<file path="src/rtl/tx_fc_credit_gate_if.sv">
// Bundles the flow-control update path and the arbiter request/grant path of
// tx_fc_credit_gate.
//   master : driven by the arbiter / DLL side (updates, requests); sees grants and status
//   slave  : the credit gate itself
// Signals:
//   fc_upd_valid/type/hdr/data : FC limit update (type 0=P 1=NP 2=CPL 3=ignored)
//   req_valid/cmd/ptlp         : per-port TLP request, 3-bit command and payload length in DW
//   req_grant                  : same-cycle grant per port
//   fc_ready                   : {CPL,NP,P} initialised
//   req_err                    : registered pulse on a reserved command
//   fc_timeout                 : sticky {CPL,NP,P} update watchdog flags
interface tx_fc_credit_gate_if #(
  parameter int unsigned FC_HDR_WIDTH  = 12,
  parameter int unsigned FC_DATA_WIDTH = 16,
  parameter int unsigned NUM_REQ       = 2,
  parameter int unsigned PTLP_WIDTH    = 10
);
  logic                          fc_upd_valid;
  logic [1:0]                    fc_upd_type;
  logic [FC_HDR_WIDTH-1:0]       fc_upd_hdr;
  logic [FC_DATA_WIDTH-1:0]      fc_upd_data;
  logic [NUM_REQ-1:0]            req_valid;
  logic [3*NUM_REQ-1:0]          req_cmd;
  logic [PTLP_WIDTH*NUM_REQ-1:0] req_ptlp;
  logic [NUM_REQ-1:0]            req_grant;
  logic [2:0]                    fc_ready;
  logic                          req_err;
  logic [2:0]                    fc_timeout;

  modport master (
    output fc_upd_valid, fc_upd_type, fc_upd_hdr, fc_upd_data, req_valid, req_cmd, req_ptlp,
    input  req_grant, fc_ready, req_err, fc_timeout
  );

  modport slave (
    input  fc_upd_valid, fc_upd_type, fc_upd_hdr, fc_upd_data, req_valid, req_cmd, req_ptlp,
    output req_grant, fc_ready, req_err, fc_timeout
  );
endinterface

</file>
<file path="src/rtl/tx_fc_credit_gate.sv">
// Transmit flow-control credit gate. Keeps credit limit (CL) and credits consumed (CC) for
// Posted, Non-Posted and Completion header/data credits, grants up to NUM_REQ TLP requests per
// cycle in strict port order using modular credit arithmetic, and commits consumed credits on
// the next edge.
// Ports:
//   clk  : clock
//   arst : asynchronous reset, active-high
//   bus  : tx_fc_credit_gate_if.slave (FC updates, requests, grants, status)
// Optional feature: define TX_FC_WATCHDOG_EN to build one update watchdog per type
// (TIMEOUT_CYC cycles, sticky fc_timeout); otherwise fc_timeout is tied to 0.
module tx_fc_credit_gate #(
  parameter int unsigned FC_HDR_WIDTH  = 12,
  parameter int unsigned FC_DATA_WIDTH = 16,
  parameter int unsigned NUM_REQ       = 2,
  parameter int unsigned PTLP_WIDTH    = 10
`ifdef TX_FC_WATCHDOG_EN
  , parameter int unsigned TIMEOUT_CYC = 4096
`endif
) (
  input logic                  clk,
  input logic                  arst,
  tx_fc_credit_gate_if.slave   bus
);

  typedef enum logic {st_uninit, st_active} fc_state_e;

  localparam logic [2:0] cmd_none = 3'd0;
  localparam logic [2:0] cmd_rsvd = 3'd7;
  // Largest modular distance still counted as "enough credit left".
  localparam logic [FC_HDR_WIDTH-1:0]  hdr_half  = FC_HDR_WIDTH'(1) << (FC_HDR_WIDTH - 1);
  localparam logic [FC_DATA_WIDTH-1:0] data_half = FC_DATA_WIDTH'(1) << (FC_DATA_WIDTH - 1);

  fc_state_e                state_q   [3];
  fc_state_e                state_d   [3];
  logic [FC_HDR_WIDTH-1:0]  cl_hdr_q  [3];
  logic [FC_HDR_WIDTH-1:0]  cl_hdr_d  [3];
  logic [FC_DATA_WIDTH-1:0] cl_data_q [3];
  logic [FC_DATA_WIDTH-1:0] cl_data_d [3];
  logic [FC_HDR_WIDTH-1:0]  cc_hdr_q  [3];
  logic [FC_HDR_WIDTH-1:0]  acc_hdr   [3];
  logic [FC_DATA_WIDTH-1:0] cc_data_q [3];
  logic [FC_DATA_WIDTH-1:0] acc_data  [3];
  logic [2:0]               hdr_inf_q, hdr_inf_d, data_inf_q, data_inf_d;
  logic [2:0]               upd_hit;
  logic                     err_q, err_d;
  logic [NUM_REQ-1:0]       grant;

  // Per-type init FSM and CL load. Infinite (zero-at-init) fields never change afterwards.
  always_comb begin
    for (int t = 0; t < 3; t++) begin
      upd_hit[t]    = bus.fc_upd_valid && (bus.fc_upd_type == 2'(t));
      state_d[t]    = state_q[t];
      cl_hdr_d[t]   = cl_hdr_q[t];
      cl_data_d[t]  = cl_data_q[t];
      hdr_inf_d[t]  = hdr_inf_q[t];
      data_inf_d[t] = data_inf_q[t];
      if (upd_hit[t]) begin
        case (state_q[t])
          st_uninit: begin
            state_d[t]    = st_active;
            cl_hdr_d[t]   = bus.fc_upd_hdr;
            cl_data_d[t]  = bus.fc_upd_data;
            hdr_inf_d[t]  = (bus.fc_upd_hdr == '0);
            data_inf_d[t] = (bus.fc_upd_data == '0);
          end
          st_active: begin
            if (!hdr_inf_q[t])  cl_hdr_d[t]  = bus.fc_upd_hdr;
            if (!data_inf_q[t]) cl_data_d[t] = bus.fc_upd_data;
          end
          default: ;
        endcase
      end
    end
  end

  // In-order grant evaluation. acc_* carries CC plus the needs of earlier granted ports and
  // becomes the next CC.
  always_comb begin
    logic [2:0]               cmd;
    logic [1:0]               ty;
    logic [PTLP_WIDTH:0]      ptlp_sum;
    logic [FC_DATA_WIDTH-1:0] need_data;
    logic [FC_HDR_WIDTH-1:0]  hdr_left;
    logic [FC_DATA_WIDTH-1:0] data_left;
    logic                     fits;
    logic                     blocked;
    grant   = '0;
    err_d   = 1'b0;
    blocked = 1'b0;
    for (int t = 0; t < 3; t++) begin
      acc_hdr[t]  = cc_hdr_q[t];
      acc_data[t] = cc_data_q[t];
    end
    for (int i = 0; i < NUM_REQ; i++) begin
      cmd = bus.req_cmd[3*i +: 3];
      case (cmd)
        3'd3, 3'd4: ty = 2'd1;
        3'd5, 3'd6: ty = 2'd2;
        default:    ty = 2'd0;
      endcase
      // ceil(ptlp/4); even command codes are the _D variants
      ptlp_sum  = {1'b0, bus.req_ptlp[PTLP_WIDTH*i +: PTLP_WIDTH]} + (PTLP_WIDTH+1)'(3);
      need_data = cmd[0] ? '0 : FC_DATA_WIDTH'(ptlp_sum >> 2);
      hdr_left  = cl_hdr_q[ty] - (acc_hdr[ty] + FC_HDR_WIDTH'(1));
      data_left = cl_data_q[ty] - (acc_data[ty] + need_data);
      fits      = (state_q[ty] == st_active) &&
                  (hdr_inf_q[ty] || (hdr_left <= hdr_half)) &&
                  (data_inf_q[ty] || (data_left <= data_half));
      if (bus.req_valid[i] && (cmd != cmd_none)) begin
        if (cmd == cmd_rsvd) begin
          err_d   = 1'b1;
          blocked = 1'b1;
        end else if (!blocked && fits) begin
          grant[i]     = 1'b1;
          acc_hdr[ty]  = acc_hdr[ty] + FC_HDR_WIDTH'(1);
          acc_data[ty] = acc_data[ty] + need_data;
        end else begin
          blocked = 1'b1;
        end
      end
    end
  end

  always_ff @(posedge clk or posedge arst) begin
    if (arst) begin
      for (int t = 0; t < 3; t++) begin
        state_q[t]   <= st_uninit;
        cl_hdr_q[t]  <= '0;
        cl_data_q[t] <= '0;
        cc_hdr_q[t]  <= '0;
        cc_data_q[t] <= '0;
      end
      hdr_inf_q  <= '0;
      data_inf_q <= '0;
      err_q      <= 1'b0;
    end else begin
      for (int t = 0; t < 3; t++) begin
        state_q[t]   <= state_d[t];
        cl_hdr_q[t]  <= cl_hdr_d[t];
        cl_data_q[t] <= cl_data_d[t];
        cc_hdr_q[t]  <= acc_hdr[t];
        cc_data_q[t] <= acc_data[t];
      end
      hdr_inf_q  <= hdr_inf_d;
      data_inf_q <= data_inf_d;
      err_q      <= err_d;
    end
  end

  assign bus.req_grant = grant;
  assign bus.req_err   = err_q;
  assign bus.fc_ready  = {state_q[2] == st_active, state_q[1] == st_active,
                          state_q[0] == st_active};

`ifdef TX_FC_WATCHDOG_EN
  localparam int unsigned        wd_width = $clog2(TIMEOUT_CYC + 1);
  localparam logic [wd_width-1:0] wd_limit = wd_width'(TIMEOUT_CYC);

  logic [wd_width-1:0] wd_cnt_q [3];
  logic [wd_width-1:0] wd_cnt_d [3];
  logic [2:0]          timeout_q, timeout_d;

  always_comb begin
    for (int t = 0; t < 3; t++) begin
      wd_cnt_d[t]  = wd_cnt_q[t];
      timeout_d[t] = timeout_q[t];
      if (state_q[t] == st_active) begin
        if (upd_hit[t]) begin
          wd_cnt_d[t] = '0;
        end else if (wd_cnt_q[t] != wd_limit) begin
          wd_cnt_d[t] = wd_cnt_q[t] + wd_width'(1);
        end
        if (wd_cnt_d[t] == wd_limit) timeout_d[t] = 1'b1;
      end
    end
  end

  always_ff @(posedge clk or posedge arst) begin
    if (arst) begin
      for (int t = 0; t < 3; t++) wd_cnt_q[t] <= '0;
      timeout_q <= '0;
    end else begin
      for (int t = 0; t < 3; t++) wd_cnt_q[t] <= wd_cnt_d[t];
      timeout_q <= timeout_d;
    end
  end

  assign bus.fc_timeout = timeout_q;
`else
  assign bus.fc_timeout = 3'b000;
`endif

endmodule

</file>
<file path="src/flat_wrapper.sv">
// flat-port wrapper written by rule: the top's interface ports become plain ports
module tx_fc_credit_gate_flat 
#(
  parameter int unsigned FC_HDR_WIDTH  = 12,
  parameter int unsigned FC_DATA_WIDTH = 16,
  parameter int unsigned NUM_REQ       = 2,
  parameter int unsigned PTLP_WIDTH    = 10

)
  (clk, arst, bus_fc_upd_valid, bus_fc_upd_type, bus_fc_upd_hdr, bus_fc_upd_data, bus_req_valid, bus_req_cmd, bus_req_ptlp, bus_req_grant, bus_fc_ready, bus_req_err, bus_fc_timeout);
  tx_fc_credit_gate_if #(.FC_HDR_WIDTH(FC_HDR_WIDTH), .FC_DATA_WIDTH(FC_DATA_WIDTH), .NUM_REQ(NUM_REQ), .PTLP_WIDTH(PTLP_WIDTH)) bus_i ();
  input logic clk;
  input logic arst;
  input wire logic [$bits(bus_i.fc_upd_valid)-1:0] bus_fc_upd_valid;
  input wire logic [$bits(bus_i.fc_upd_type)-1:0] bus_fc_upd_type;
  input wire logic [$bits(bus_i.fc_upd_hdr)-1:0] bus_fc_upd_hdr;
  input wire logic [$bits(bus_i.fc_upd_data)-1:0] bus_fc_upd_data;
  input wire logic [$bits(bus_i.req_valid)-1:0] bus_req_valid;
  input wire logic [$bits(bus_i.req_cmd)-1:0] bus_req_cmd;
  input wire logic [$bits(bus_i.req_ptlp)-1:0] bus_req_ptlp;
  output wire logic [$bits(bus_i.req_grant)-1:0] bus_req_grant;
  output wire logic [$bits(bus_i.fc_ready)-1:0] bus_fc_ready;
  output wire logic [$bits(bus_i.req_err)-1:0] bus_req_err;
  output wire logic [$bits(bus_i.fc_timeout)-1:0] bus_fc_timeout;
  assign bus_i.fc_upd_valid = bus_fc_upd_valid;
  assign bus_i.fc_upd_type = bus_fc_upd_type;
  assign bus_i.fc_upd_hdr = bus_fc_upd_hdr;
  assign bus_i.fc_upd_data = bus_fc_upd_data;
  assign bus_i.req_valid = bus_req_valid;
  assign bus_i.req_cmd = bus_req_cmd;
  assign bus_i.req_ptlp = bus_req_ptlp;
  assign bus_req_grant = bus_i.req_grant;
  assign bus_fc_ready = bus_i.fc_ready;
  assign bus_req_err = bus_i.req_err;
  assign bus_fc_timeout = bus_i.fc_timeout;
  tx_fc_credit_gate #(.FC_HDR_WIDTH(FC_HDR_WIDTH), .FC_DATA_WIDTH(FC_DATA_WIDTH), .NUM_REQ(NUM_REQ), .PTLP_WIDTH(PTLP_WIDTH)) u_core (.clk(clk), .arst(arst), .bus(bus_i));
endmodule
</file>
<file path="config.mk">
export PLATFORM = sky130hd
export DESIGN_NAME = tx_fc_credit_gate_flat
export DESIGN_NICKNAME = d
export VERILOG_FILES = /design/src/rtl/tx_fc_credit_gate_if.sv /design/src/rtl/tx_fc_credit_gate.sv /design/src/flat_wrapper.sv
export SDC_FILE = /design/constraint.sdc
export NUM_CORES = 1
export LEC_CHECK = 0
export CORE_ASPECT_RATIO = 1.5
export CORE_MARGIN = 2
export CORE_UTILIZATION = 63
export CTS_BUF_LIST = sky130_fd_sc_hd__clkbuf_16
export DETAILED_ROUTE_END_ITERATION = 7
export GPL_TIMING_DRIVEN = 0
export PLACE_DENSITY = 0.83
export SYNTH_ARGS = -nofsm -noshare
export SYNTH_HDL_FRONTEND = slang
export SYNTH_SLANG_ARGS = --single-unit
</file>
<file path="constraint.sdc">
create_clock -name clk -period 29.3 [get_ports clk]
set_clock_uncertainty 0.2 [all_clocks]
set_input_delay 7.325 -clock clk [delete_from_list [all_inputs] [get_ports clk]]
set_output_delay 7.325 -clock clk [all_outputs]
set_load 0.005 [all_outputs]
</file>
==> flow_summary.json, run 1 <==
{
  "grt_pass1_vias": 14230,
  "cts_tree": "done",
  "dieWidth_um": 132,
  "hold_violations": 0,
  "drv_slew": 0,
  "synthArstFlopShare_pct": 100,
  "timing.hold.ws_ns": 0.329,
  "cts.sinks": 178,
  "drc": 0,
  "syn_inst": 1664,
  "wl_um": 52400,
  "end_kind": "output pin",
  "via_per_inst": 6.92,
  "place_area_mm2": 0.0165,
  "io_pins": 70,
  "path_class": "in2out",
  "hold_buffers": 0,
  "cts_root_buf": "clkbuf_16",
  "fin_crit_ns": 28.60,
  "drt_iter0_markers": 1840,
  "syn2layout_area_growth_pct": 11.6,
  "final_area_mm2": 0.0172,
  "whs_path_depth": 1,
  "reg2reg_from": "u_core.cc_data_q[16]",
  "synth_cell_type_count": 79,
  "worstMarginPinSlew_ns": 1.16,
  "start_util_pct": 63.6,
  "crit_fanout": 19,
  "leakagePower_nw": 7.40,
  "portBuffers": 64,
  "grt_max_degree": 103,
  "core_area_mm2": 0.0242,
  "p_per_area_mw_per_mm2": 93.3,
  "h-tree-depth": 4,
  "clock_latency_ns": 0.47,
  "synth-edff-count": 0,
  "r2r_cells": 55,
  "hold_start": "u_core.cl_data_q[32]",
  "ys.flop_type": "dfrtp_1",
  "required_ns": 21.77,
  "antenna_left": 0,
  "maxCapViolations": 0,
  "rsz0062_at_grt": "no",
  "ys_ff_latch": 178,
  "routabilityCongestion": 1.03,
  "grt_first_pass_wirelength_um": 80400,
  "die_h_um": 195,
  "path_clk_slew_ns": 0.07,
  "slew_headroom_pct": 22.3,
  "max_freq_mhz": 35.0,
  "detail_route.wl_per_cell_um": 25.1,
  "gr-usage-all-layers_pct": 40.7,
  "setup_viol_count_final": 0,
  "dp_hpwl_um": 38900,
  "max_stage_delay_ns": 0.60,
  "layout-drive-gt1-share_pct": 14.0,
  "first_pass_iters": 7,
  "peakVddDrop_v": 0.0000589,
  "rrSetupSlack_ns": 16.82,
  "whs_endpoint": "u_core.cl_data_q[32]",
  "yosysWarningCount": 0,
  "via_count": 14441,
  "synth_area_mm2": 0.0154,
  "finalCritPeriodShare_pct": 97.6,
  "cts_buffers": 17,
  "min_path_type": "reg2reg",
  "path_common_cell": "a21oi_1",
  "fillCellCount": 1886,
  "ys_seq_area_share_pct": 29.0,
  "status": "finished, final reports clean",
  "total_power_w": 0.00160,
  "crit_path_start_kind": "primary input",
  "slowest_stage": "clkdlybuf4s50_1",
  "grt.overflow.total": 0,
  "layout.nets": 1886,
  "floorplan.die_area_mm2": 0.0257,
  "r2r-end": "u_core.cc_hdr_q[11]",
  "fp-row-count": 70,
  "grt_antenna_before_repair": 2,
  "clockBufferDepth": 2,
  "worstPathArrival_ns": 21.07,
  "tns_ns": 0,
  "synth.avg_cell_area_um2": 9.24
}
-- through the flow --
stage	util (%)	instances	setup WS, ns
floorplan	-	1666	3.45
global placement	68.0	2054	-1.16
detailed placement	68.1	2055	-1.33
CTS	70.7	2088	0.0231
global route	70.9	2084	0.0254
finish	71.0	2086	0.705
-- how the worst max path moves through the flow --
stage / start / depth (start not counted) / endpoint / slack (ns)
after floorplan: bus_req_cmd[0] / 57 / bus_req_grant[1] / 3.45
after global placement: bus_req_cmd[0] / 60 / bus_req_grant[1] / -1.16
after detailed placement: bus_req_cmd[0] / 60 / bus_req_grant[1] / -1.33
after CTS: bus_req_cmd[0] / 61 / bus_req_grant[1] / 0.02
after global routing: bus_req_cmd[1] / 61 / bus_req_grant[1] / 0.03
final: bus_req_cmd[1] / 62 / bus_req_grant[1] / 0.70
-- synthesized netlist by cell type, drive strengths merged, types with 15 or more instances --
| cell | n | share of area (%) |
|---|---|---|
| o21ai | 61 | 2.0 |
| or3 | 40 | 1.6 |
| o221ai | 16 | 0.95 |
| clkbuf | 52 | 1.3 |
| nor3b | 41 | 2.0 |
| nor3 | 29 | 1.1 |
| o221a | 32 | 2.3 |
| inv | 70 | 1.7 |
| ha | 72 | 5.9 |
| xor2 | 36 | 2.1 |
| nor2 | 119 | 2.9 |
| dfrtp | 178 | 29 |
| mux2i | 205 | 13 |
| buf | 45 | 2.0 |
| nand2 | 94 | 2.4 |
| a21oi | 103 | 3.4 |
| nor4 | 15 | 0.71 |
| a21o | 25 | 1.2 |
| nor2b | 17 | 0.69 |
| mux2 | 102 | 7.5 |
| o22ai | 31 | 1.3 |
| nand3 | 20 | 0.65 |
| nand2b | 24 | 0.98 |
| xnor2 | 58 | 3.4 |
-- repair_timing --
action                                  in CTS  in global routing
resized for setup                           10                 32
pin swaps                                    1                  0
buffers inserted                             2                  0
endpoints found under the setup margin       1                  1
-- cell type report --
class	count	area [um^2]	share of cell area, %
tap	324	405	2.36
sequential	178	4450	26.0
antenna	2	5.00	0.0292
timing repair buffer	67	683	3.98
inverter	70	270	1.58
multi-input combinational	1321	10200	59.7
clock inverter	15	170	0.992
clock buffer	17	425	2.48
buffer	92	507	2.95
-- logic make-up after synthesis --
family	Yosys count	share of synthesized area, %
other cells	1	0.0244
compound gates	381	17.2
xor+xnor	94	5.45
mux	307	20.8
buf+inv	167	4.94
fa+ha+maj	78	6.64
flops	178	29.0
simple gates	458	16.0
-- cells in the final DEF, fill, tap and decap left out, types with 41 or more instances in the layout --
cell             netlist  layout
ha_1                  72      72
dfrtp_1              178     178
nor2_1               119     117
clkbuf_1              52      43
nand2_1               91      91
nor3b_1               41      41
inv_1                 70      69
a21oi_1              103     103
o21ai_0               60      58
mux2_2               101     101
xnor2_1               57      54
mux2i_1              205     205
clkdlybuf4s50_1        0      64
-- sequential cells by signal, indices dropped and copies added (netlist names) --
name                 cells
u_core.bus.fc_ready      3
u_core.data_inf_q        3
u_core.cl_data_q        48
u_core.hdr_inf_q         3
u_core.cc_hdr_q         36
u_core.bus.req_err       1
u_core.cc_data_q        48
u_core.cl_hdr_q         36
-- per-layer routing --
layer  part of all wire [%]  vias up  track usage, %
li1                       -     6317               -
met1                     35     6897            44.9
met2                     47      919            67.3
met3                    8.5      308            8.46
met4                    9.3        0            34.0
met5                      0        -               0
-- critical path, delay by kind of cell --
| kind | cells | cell delay, ns |
|---|---|---|
| AND/OR/NAND/NOR | 10 | 1.34 |
| XOR/XNOR | 3 | 0.86 |
| adder cells (fa/ha/maj) | 5 | 1.66 |
| buffers and inverters | 15 | 4.29 |
| AO/OA/AOI/OAI | 28 | 5.27 |
| multiplexers | 1 | 0.26 |
-- power by group --
group | leakage [nW] | switching (W) | internal [W] | total, W
clock | 0.285 | 0.000115 | 0.000121 | 0.000236
combinational | 4.95 | 0.000575 | 0.000397 | 0.000972
sequential | 2.16 | 0.0000691 | 0.000323 | 0.000393
total | 7.40 | 0.000759 | 0.000841 | 0.00160
(Power assumes the default switching activity.)
==> run 2: changes to the inputs <==
CORE_UTILIZATION = 58   (was 63)
CTS_BUF_LIST = sky130_fd_sc_hd__clkbuf_4   (was sky130_fd_sc_hd__clkbuf_16)
PLACE_DENSITY = 0.8   (was 0.83)
clock period = 25.3 ns   (was 29.3 ns; I/O delays follow)
==> run 2 against run 1 <==
  * Critical path depth decreased by 5
  * Global-route usage decreased by 2.3 points
  * Sequential share of layout area decreased by 0.33 points
  * Register-to-register slack got worse by 3.3 ns
  * Clock power decreased by 23%
  * Largest power group unchanged
  * Combinational power increased by 21%
  * Worst setup slack got worse by 0.34 ns
  * Cell count increased by 1.6%
==> flow_summary.json, run 2 (synthesis gave the netlist of run 1 again) <==
{
  "dieWidth_um": 137,
  "die_h_um": 203,
  "dp.cells": 2068,
  "setup_viol_count_final": 0,
  "syn2layout_area_growth_pct": 13.0,
  "crit_fanout": 10,
  "slowest_stage": "clkdlybuf4s50_1",
  "grt_pass1_vias": 14408,
  "fp-row-count": 73,
  "detail_route.wl_per_cell_um": 25.1,
  "status": "finished, final reports clean",
  "final_area_mm2": 0.0174,
  "floorplan.die_area_mm2": 0.0278,
  "end_kind": "output pin",
  "core_area_mm2": 0.0263,
  "grt_antenna_before_repair": 2,
  "worstMarginPinSlew_ns": 1.14,
  "gr-usage-all-layers_pct": 38.4,
  "path_clk_slew_ns": 0.15,
  "h-tree-depth": 4,
  "fin_crit_ns": 24.94,
  "maxCapViolations": 0,
  "reg.largest.list": "u_core.cc_data_q (48), u_core.cl_data_q (48)",
  "total_power_w": 0.00181,
  "tns_ns": 0,
  "first_pass_iters": 8,
  "grt_first_pass_wirelength_um": 80700,
  "routabilityCongestion": 0.996,
  "dp_hpwl_um": 39000,
  "clockBufferDepth": 2,
  "leakagePower_nw": 7.49,
  "path_class": "in2out",
  "place_area_mm2": 0.0165,
  "required_ns": 18.77,
  "cts.sinks": 178,
  "max_stage_delay_ns": 0.50,
  "finalCritPeriodShare_pct": 98.6,
  "seqCellArea_mm2": 0.00445,
  "cts_tree": "done",
  "drc": 0,
  "peakVddDrop_v": 0.0000686,
  "wl_um": 53100,
  "max_freq_mhz": 40.1,
  "worstPathArrival_ns": 18.41,
  "via_count": 14588,
  "drv_slew": 0,
  "layout.nets": 1907,
  "path_common_cell": "a21oi_1",
  "cts_buffers": 17,
  "min_path_type": "reg2reg",
  "final_common_cell": "mux2i_1",
  "hold_buffers": 0,
  "start_util_pct": 58.4,
  "clock_latency_ns": 0.66,
  "grt_max_degree": 110,
  "via_per_inst": 6.88,
  "layout-drive-gt1-share_pct": 17.7,
  "portBuffers": 64,
  "slew_headroom_pct": 23.7,
  "crit_path_start_kind": "primary input",
  "finalNonFillerCells": 2119,
  "multi_input_area_mm2": 0.0105,
  "final_cell_mix": "mux2i_1 (204), dfrtp_1 (178), nor2_1 (116), mux2_2 (101), a21oi_1 (96)",
  "drt_iter0_markers": 1640,
  "timing.hold.ws_ns": 0.353,
  "antenna_left": 0,
  "io_pins": 70,
  "hold_violations": 0,
  "cts_root_buf": "clkbuf_4",
  "fillCellCount": 2177,
  "p_per_area_mw_per_mm2": 104,
  "grt.overflow.total": 0
}
run 2: cell count changes in the layout (fill, tap and decap cells not counted), moves of 4 or more:
cell	change
buf_4	+27
clkbuf_4	+19
clkbuf_16	-17
clkbuf_1	-8
a21oi_1	-7
xnor2_1	-7
xnor2_2	+7
a21oi_2	+6
ha_1	-6
o21ai_2	+5
buf_2	-4
ha_2	+4
o21ai_0	-4
run 2: where the power goes:
| part | leakage, nW | switching (W) | total (W) | internal, W |
|---|---|---|---|---|
| registers | 2.16 | 0.0000783 | 0.000452 | 0.000373 |
| clock network | 0.156 | 0.000120 | 0.000182 | 0.0000618 |
| logic | 5.17 | 0.000685 | 0.00118 | 0.000492 |
| total | 7.49 | 0.000884 | 0.00181 | 0.000927 |
run 2: metrics by stage:
| step | utilization, % | worst slack (ns) |
|---|---|---|
| 4_1_cts | 64.8 | 0.0204 |
| 6_report | 66.0 | 0.360 |
| 5_1_grt | 66.0 | -0.0760 |
| 3_3_place_gp | 62.5 | -2.98 |
| 2_1_floorplan | - | 1.45 |
| 3_5_place_dp | 62.6 | -3.09 |
run 2: timing repair:
action,4_1_cts,5_1_grt
gates resized for setup,77,50
buffers inserted,7,19
pin swaps,6,10
setup endpoints to repair,1,1
run 2: area by class of cell:
class / count / area share, %
diodes: 1 / 0.0144
plain buffers: 89 / 3.35
clock buffers: 17 / 0.735
clock inverters: 15 / 0.987
inverters: 70 / 1.56
multi-input cells: 1321 / 60.2
flip-flops and latches: 178 / 25.6
well taps: 337 / 2.43
repair buffers: 91 / 5.04
run 2: path summary, 6_finish.rpt:
check	startpoint	endpoint	slack, ns	cells past startpoint
max reg2reg	u_core.cc_hdr_q[0]	u_core.cc_data_q[6]	13.55	51
max	bus_req_cmd[1]	bus_req_grant[1]	0.36	57
min	u_core.cl_data_q[34]	u_core.cl_data_q[34]	0.35	1
min in group asynchronous	arst	u_core.cl_data_q[37]	5.90	2
min reg2reg	u_core.cl_data_q[34]	u_core.cl_data_q[34]	0.35	1
max in group asynchronous	arst	u_core.cc_data_q[28]	18.03	3
run 2: routing by layer:
metal  vias up  part of all wire, %  wire (um)  global-route usage [%]
met2       909                   47      24800                    60.7
met5         -                    0          0                       0
met1      6996                   34      18300                    43.6
li1       6346                    -          -                       -
met3       337                  8.5       4510                    7.43
met4         0                   10       5560                    33.9
run 2: critical path: cells and delay by family:
family	cells	cell delay [ns]
AOI/OAI and AO/OA	19	3.47
xor gates and xnor gates	4	0.67
adders and majority gates	5	1.46
buffers and inverters	14	3.04
muxes	2	0.40
and+or+nand+nor	13	2.98
